==> src/rtl/command_dispatch.sv <==
// command_dispatch: FIFO-buffered serialiser of hcp write/read commands onto the shared table-RAM bus.
// Optional feature macro DISPATCH_STAT_EN adds executed-write, acked-read and dropped-command counters.
module command_dispatch #(
  parameter int NTBL     = 8,
  parameter int DW       = 64,
  parameter int RD_LAT   = 2,
  parameter int FIFO_DEP = 4
) (
  input  logic               i_clk,
  input  logic               i_rst_n,
  input  logic [203:0]       iv_wr_command,
  input  logic               i_wr_command_wr,
  input  logic [203:0]       iv_rd_command,
  input  logic               i_rd_command_wr,
  output logic [203:0]       ov_rd_command_ack,
  output logic               o_rd_command_ack_wr,
  output logic [11:0]        ov_tbl_addr,
  output logic [DW-1:0]      ov_tbl_wdata,
  output logic [NTBL-1:0]    ov_tbl_wr,
  output logic [NTBL-1:0]    ov_tbl_rd,
  input  logic [NTBL*DW-1:0] iv_tbl_rdata,
  output logic               o_cmd_drop_pulse
`ifdef DISPATCH_STAT_EN
  ,
  output logic [15:0]        ov_wr_cnt,
  output logic [15:0]        ov_rd_cnt,
  output logic [15:0]        ov_drop_cnt
`endif
);

  localparam int AW = (FIFO_DEP > 1) ? $clog2(FIFO_DEP) : 1;
  localparam int CW = $clog2(FIFO_DEP + 1);

  typedef enum logic [1:0] {IDLE, ISSUE, WAIT, ACK} state_t;

  state_t          state, state_nxt;
  logic [204:0]    fifo_mem [FIFO_DEP];
  logic [204:0]    head;
  logic [AW-1:0]   wr_ptr, rd_ptr;
  logic [CW-1:0]   count, free;
  logic            push_wr, push_rd, drop_wr, drop_rd, pop;
  logic            cur_is_rd, tgt_ok;
  logic [10:0]     cur_tag;
  logic [3:0]      cur_tgt;
  logic [2:0]      wait_cnt;
  logic [DW-1:0]   rd_data, sel_rdata;
  logic [NTBL-1:0] tgt_onehot;
  logic            unused_bits;

  // With both valids and one free slot the write wins; a same-cycle pop does not free a slot.
  always_comb begin
    free    = CW'(FIFO_DEP) - count;
    push_wr = i_wr_command_wr && (free != '0);
    push_rd = i_rd_command_wr && (free > CW'(push_wr));
    drop_wr = i_wr_command_wr && !push_wr;
    drop_rd = i_rd_command_wr && !push_rd;
    pop     = (state == IDLE) && (count != '0);
  end

  assign head        = fifo_mem[rd_ptr];
  assign tgt_ok      = int'(cur_tgt) < NTBL;
  assign tgt_onehot  = NTBL'(1) << cur_tgt;
  assign unused_bits = ^{head[203], head[175:0]};

  always_comb begin
    sel_rdata = '0;
    for (int k = 0; k < NTBL; k++)
      if (int'(cur_tgt) == k) sel_rdata = iv_tbl_rdata[k*DW +: DW];
  end

  // NOTE: storage array has no reset; count/pointers alone define which entries are valid.
  always_ff @(posedge i_clk) begin
    if (push_wr) fifo_mem[wr_ptr] <= {1'b0, iv_wr_command};
    if (push_rd) fifo_mem[wr_ptr + AW'(push_wr)] <= {1'b1, iv_rd_command};
  end

  // NOTE: every output of this block gets a default first so no latch is inferred.
  always_comb begin
    state_nxt = state;
    ov_tbl_wr = '0;
    ov_tbl_rd = '0;
    unique case (state)
      IDLE:  if (count != '0) state_nxt = ISSUE;
      ISSUE: begin
        if (!cur_is_rd) begin
          if (tgt_ok) ov_tbl_wr = tgt_onehot;
          state_nxt = IDLE;
        end else if (tgt_ok) begin
          ov_tbl_rd = tgt_onehot;
          state_nxt = WAIT;
        end else begin
          state_nxt = ACK;
        end
      end
      WAIT:    if (wait_cnt == 3'(RD_LAT - 1)) state_nxt = ACK;
      ACK:     state_nxt = IDLE;
      default: state_nxt = IDLE;
    endcase
  end

  always_ff @(posedge i_clk or negedge i_rst_n) begin
    if (!i_rst_n) begin
      state               <= IDLE;
      wr_ptr              <= '0;
      rd_ptr              <= '0;
      count               <= '0;
      cur_is_rd           <= 1'b0;
      cur_tag             <= '0;
      cur_tgt             <= '0;
      wait_cnt            <= '0;
      rd_data             <= '0;
      ov_tbl_addr         <= '0;
      ov_tbl_wdata        <= '0;
      ov_rd_command_ack   <= '0;
      o_rd_command_ack_wr <= 1'b0;
      o_cmd_drop_pulse    <= 1'b0;
    end else begin
      state               <= state_nxt;
      wr_ptr              <= wr_ptr + AW'(push_wr) + AW'(push_rd);
      rd_ptr              <= rd_ptr + AW'(pop);
      count               <= count + CW'(push_wr) + CW'(push_rd) - CW'(pop);
      o_cmd_drop_pulse    <= drop_wr | drop_rd;
      o_rd_command_ack_wr <= (state == ACK);
      if (pop) begin
        cur_is_rd   <= head[204];
        cur_tag     <= head[202:192];
        cur_tgt     <= head[191:188];
        ov_tbl_addr <= head[187:176];
        if (!head[204]) ov_tbl_wdata <= head[DW-1:0];
      end
      // Read data defaults to zero so an out-of-range target acks with empty data.
      if (state == ISSUE) begin
        wait_cnt <= '0;
        rd_data  <= '0;
      end else if (state == WAIT) begin
        wait_cnt <= wait_cnt + 3'd1;
        if (state_nxt == ACK) rd_data <= sel_rdata;
      end
      if (state == ACK)
        ov_rd_command_ack <= {~tgt_ok, cur_tag, cur_tgt, ov_tbl_addr, 176'(rd_data)};
    end
  end

`ifdef DISPATCH_STAT_EN
  always_ff @(posedge i_clk or negedge i_rst_n) begin
    if (!i_rst_n) begin
      ov_wr_cnt   <= '0;
      ov_rd_cnt   <= '0;
      ov_drop_cnt <= '0;
    end else begin
      if (ov_tbl_wr != '0) ov_wr_cnt <= ov_wr_cnt + 16'd1;
      if (state == ACK)    ov_rd_cnt <= ov_rd_cnt + 16'd1;
      ov_drop_cnt <= ov_drop_cnt + 16'(drop_wr) + 16'(drop_rd);
    end
  end
`endif

endmodule
==> config.mk <==
export PLATFORM = sky130hd
export DESIGN_NAME = command_dispatch
export DESIGN_NICKNAME = d
export VERILOG_FILES = /design/src/rtl/command_dispatch.sv
export SDC_FILE = /design/constraint.sdc
export NUM_CORES = 1
export LEC_CHECK = 0
export CAP_MARGIN = 10
export CORE_AREA = 2 2 470 472
export DETAILED_ROUTE_END_ITERATION = 8
export DIE_AREA = 0 0 472 474
export SYNTH_ARGS = -nofsm -noshare
export SYNTH_HDL_FRONTEND = slang
export SYNTH_SLANG_ARGS = --single-unit
export TNS_END_PERCENT = 5
==> constraint.sdc <==
create_clock -name i_clk -period 9 [get_ports i_clk]
set_clock_uncertainty 0.15 [all_clocks]
set_input_delay 2.7 -clock i_clk [delete_from_list [all_inputs] [get_ports i_clk]]
set_output_delay 2.7 -clock i_clk [all_outputs]
set_load 0.02 [all_outputs]
---- After elaboration in Yosys (flattened, before gate mapping) ----
Memory sizes are Yosys's and may differ from the RTL's.
Index checks and enable logic that the tools add are counted.
word-level totals
  register bits ........................... 262
  bits in writable memories ............... 820
  input port bits ......................... 924
  output and inout port bits .............. 298
  word-level logic and storage cells ...... 83
  memories kept ........................... 1
operators by class
  add/subtract/negate cells ............... 8
  magnitude comparators ................... 2
  equality and inequality tests ........... 12
  shift operators ......................... 1
  multiplexer cells ....................... 27
  bitwise gates (word level) .............. 3
  reduce and logical (&&, ||, !) cells .... 15
memories
  memory    depth  width  rd ports  clocked after Yosys merged registers in  wr ports  RTL line  RTL
  fifo_mem  4      205    1         0                                        2         37        logic [204:0] fifo_mem [FIFO_DEP];
operators with widths
  operator                                                           count
  64-bit 2-to-1 mux                                                  11
  8-bit 2-to-1 mux                                                   5
  4-bit == test, second input constant                               4
  4-bit by 3-bit == test with 1-bit output, second input constant    2
  2-bit one-hot mux with 4 select lines                              1
  1-bit by 4-bit left shift with 8-bit output, first input constant  1
  2-bit by 1-bit adder with 2-bit output                             3
  3-bit by 1-bit adder with 3-bit output                             2
  2-bit == test, second input constant                               3
  2-bit 2-to-1 mux                                                   3
  3-bit 2-to-1 mux                                                   2
  3-bit nonzero test                                                 2
  1-bit logical AND                                                  5
  1-bit 2-to-1 mux                                                   5
  4-bit by 2-bit == test with 1-bit output, second input constant    1
  4-bit logical NOT                                                  1
  4-bit less-than comparator, second input constant                  1
  2-bit AND reduction                                                2
  2-bit nonzero test                                                 2
  3-bit by 1-bit adder with 3-bit output, second input constant      1
  3-bit by 1-bit == test with 1-bit output, second input constant    1
  3-bit by 1-bit greater-than comparator with 1-bit output           1
  3-bit by 1-bit subtractor with 3-bit output                        1
  3-bit subtractor, first input constant                             1
  5 further kinds                                                    7

---- Logic depth before layout (Yosys ltp) ----
  depth in word-level cells ............... 12
  depth in mapped cells ................... 13
  depth with buffers taken out ............ 11

---- Worst setup path after synthesis ----
OpenSTA, ideal clock, no wires.
  path kind ............................... input port to flip-flop
  from .................................... input i_wr_command_wr
  to ...................................... memory fifo_mem[1][0], enable pin
  library setup time ...................... 0.572 ns
  arrival ................................. 7.760 ns
  required time ........................... 8.278 ns
  slack ................................... 0.517 ns
  cell stages on the path ................. 5
  path buffers ............................ 0
  path through ............................ and2b_1 ha_1 nor2_1 o211ai_2 o22ai_1
RTL lines
  item             RTL line  RTL
  start, declared  12        input logic i_wr_command_wr,
  end, declared    37

---- Worst setup path after layout ----
  from .................................... register cur_tgt[2]
  to ...................................... output ov_tbl_rd[7]
between the ends
  word-level cells in the longest chain between the ends .. 4
  elaborated cells on any way between the ends .. 5
  classes of those cells .................. order compare (1); shift (1); mux (3)
RTL lines
  item                                                                                       RTL line  RTL
  start, declared                                                                            44        logic [3:0] cur_tgt;
  start signal, assigned                                                                     127       cur_tgt <= head[191:188];
  4-bit less-than comparator or 1-bit by 4-bit left shift with 8-bit output (tied branches)  61, 62
  8-bit 2-to-1 mux *                                                                         88        end else if (tgt_ok) begin
  8-bit 2-to-1 mux *                                                                         85        if (!cur_is_rd) begin
  8-bit 2-to-1 mux *                                                                         82        unique case (state)
  end, declared                                                                              20        output logic [NTBL-1:0] ov_tbl_rd,
Every way passes the cells marked *; elsewhere a longest branch is shown, timed or not.

==> reports/summary.txt <==
DRT Wirelength: 164000 um
Post-synth EDFFs: 364
Row cnt: 172
Gr ovfl total: 0
CTS Buf Count: 78
Max Fclk: 0.151 GHz
CTS resizes: 0
Min Clock Period, post-route: 6620 ps
Largest cells by area after synthesis: edfxtp_1, dfrtp_1, nand2_1
DRT antenna net count: 0
Max Root-Sink Buffers: 3
CP max FO: 45
Power share of the sequential group: 31.9%
Hold WC Path Type: reg2reg
Setup TNS: 0 ps
RSZ-0062 raised after global routing: no
First-pass GRT wire length: 223000 um
Arr. time, crit path: 3770 ps
Maxcap violations: 0
Synth Area per Inst: 10.8 um2
Slew HR: 12.7%
Post-Syn Area: 0.0345 mm2
Vias per cell: 4.13
Die area: 0.224 mm2
Period utilisation layout: 73.5%
Die Span X: 472 um
Share of cells above drive strength 1: 12.3%
Initial antenna violation count: 50
Commonest non-fill, non-tap cell in the layout: clkdlybuf4s50_1
Initial Util: 15.8%
Int Pwr: 10.0 mW
First-pass iteration count of the detailed router: 5
GP Congestion: 0.914
Yosys reg bits: 629
Register area share after synthesis: 50.8%
Pin count of the biggest net entering global routing: 183
Vias: 28.4k
Clk root buf: clkbuf_16
Final-stage net count: 4878
Fin worst setup slack: 2380 ps
Final setup fails: 0
CTS tree: built
Main synth FF type: edfxtp_1
Hold-fix buffers at CTS: 0
Net switching power: 7.13 mW
Async SR Flop Fraction: 41.5%
Worst-skew pair later-pin latency: 720 ps
Outcome: finished clean
CP endpoint kind: output pin
Static leakage: 16.7 nW
Yosys top cell area share: 31.7%
DP Wirelength: 116000 um
VDD IR max: 0.253 mV
Ys Warns: 0
WHS Path Cells: 2
Vias in the first global route: 28.2k
Placement Setup Slack: 2310 ps
Startpoint type of the worst setup path: flop
Die Span Y: 474 um
Clock sink count: 629
Ports: 1222
R2r worst-path depth: 10
# DRC: 0
Area leader, netlist: edfxtp_1
Max Slew Vio Count: 0
Worst slew pin tran: 1310 ps
DR WL/cell: 23.8 um
Clock transition at the registers of the reported paths: 60 ps
Iter 0 DRT Violations: 2105
Most frequent cells in the layout: clkdlybuf4s50_1, nand2_1, o21ai_0
H-tree levels: 3
Critical path class: reg2out
Area growth from synthesis to layout: 40.8%
Synth unique cells: 57
Clock power frac: 19.8%
Syn Inst Count: 3192
All-Layer GR Usage: 14.1%
Switching Fraction: 41.5%
Postcts setup bufs: 0
Core area: 0.219 mm2
Port buffer count: 883
Hold Vio Cnt, Final: 0
Critical Path RT: 6150 ps
Power per cell area: 353 mW/mm2
Comb power frac: 48.2%
-- flip-flops by register name (all words and copies together) (netlist names) --
| register | count |
|---|---|
| ov_tbl_addr | 12 |
| cur_tgt | 4 |
| ov_rd_command_ack | 91 |
| rd_data | 64 |
| o_rd_command_ack_wr | 1 |
| o_cmd_drop_pulse | 1 |
| rd_ptr | 2 |
| ov_tbl_wdata | 64 |
| count | 3 |
| cur_tag | 11 |
| state | 2 |
| wait_cnt | 3 |
| fifo_mem | 368 |
| cur_is_rd | 1 |
| wr_ptr | 2 |
-- power by group through the flow --
stage                     clock (mW)  sequential, mW  combinational (mW)
after floorplan                    0            5.67                4.68
after global placement             0            5.49                8.38
after detailed placement           0            5.56                8.48
after CTS                       3.51            5.52                8.50
after global routing            3.61            5.64                8.91
final                           3.40            5.48                8.28
-- cell usage after synthesis, types with 3 or more instances --
library cell,count
a21boi_0,41
a21oi_1,24
a221oi_1,4
a221oi_2,37
a32o_1,11
a32oi_1,42
buf_1,11
buf_2,99
buf_4,145
buf_6,13
clkbuf_1,117
clkbuf_2,3
dfrtp_1,261
dfxtp_1,4
edfxtp_1,364
ha_1,15
inv_1,15
mux2_1,59
mux2_2,134
mux2i_1,69
mux4_2,105
nand2_1,767
nand2b_1,49
nand3_1,5
nor2_1,72
nor2b_1,91
nor3_1,12
nor3_2,3
o21ai_0,383
o21ai_1,79
o221ai_1,20
o22ai_1,24
o2bb2ai_1,41
o31ai_1,41
or2_2,3
xor2_1,3
-- kinds of logic after synthesis --
group,after synthesis,share of synthesized area [%]
adder cells (fa/ha/maj),17,0.660
buffers and inverters,403,6.61
flip-flops,629,50.8
AO/OA/AOI/OAI,758,14.2
other,1,0.0109
XOR/XNOR,6,0.174
AND/OR/NAND/NOR,1010,12.3
multiplexers,368,15.2
-- stage by stage --
stage | cell area (um2) | instances | util, % | hold WS, ps | total power, mW
after floorplan | 34900 | 3303 | - | 276 | 10.4
after global placement | 45800 | 6727 | 21.0 | 291 | 13.9
after detailed placement | 45800 | 6728 | 21.0 | 291 | 14.0
after CTS | 48600 | 6874 | 22.2 | 299 | 17.5
after global routing | 48600 | 6881 | 22.2 | 332 | 18.2
final | 48600 | 6887 | 22.2 | 297 | 17.2
-- routing by layer --
layer,global-route usage (%),vias to the layer above,wire length (um)
met1,15.5,14000,60000
met5,0,-,310
met3,3.83,281,13000
li1,-,12800,-
met2,25.2,1290,83500
met4,6.17,44,7210
-- critical path, stage by stage, from the launching register on --
cell             delay, ps
dfrtp_2                550
buf_4                  490
nor2b_4                230
buf_4                  500
nand3_2                120
buf_4                  280
nor2_1                 150
clkdlybuf4s50_1        640
-- worst paths after layout --
| kind | from | end | slack [ps] |
|---|---|---|---|
| hold reg to reg | fifo_mem[1][204] | fifo_mem[1][204] | 300 |
| max in group asynchronous | i_rst_n | rd_ptr[0] | 5570 |
| setup reg to reg | count[0] | fifo_mem[2][55] | 4670 |
| hold / removal | fifo_mem[1][204] | fifo_mem[1][204] | 300 |
| setup / recovery | cur_tgt[2] | ov_tbl_rd[7] | 2380 |
| min in group asynchronous | i_rst_n | ov_rd_command_ack[18] | 1760 |
-- cell type report --
class / count / area [um2]
clock inverter: 42 / 607
tap: 2871 / 3590
timing repair buffer: 942 / 9360
sequential: 629 / 17600
fill: 23400 / 170000
clock buffer: 104 / 2130
antenna: 13 / 32.5
inverter: 15 / 56.3
multi-input combinational: 2271 / 15300
(Power assumes the default switching activity.)
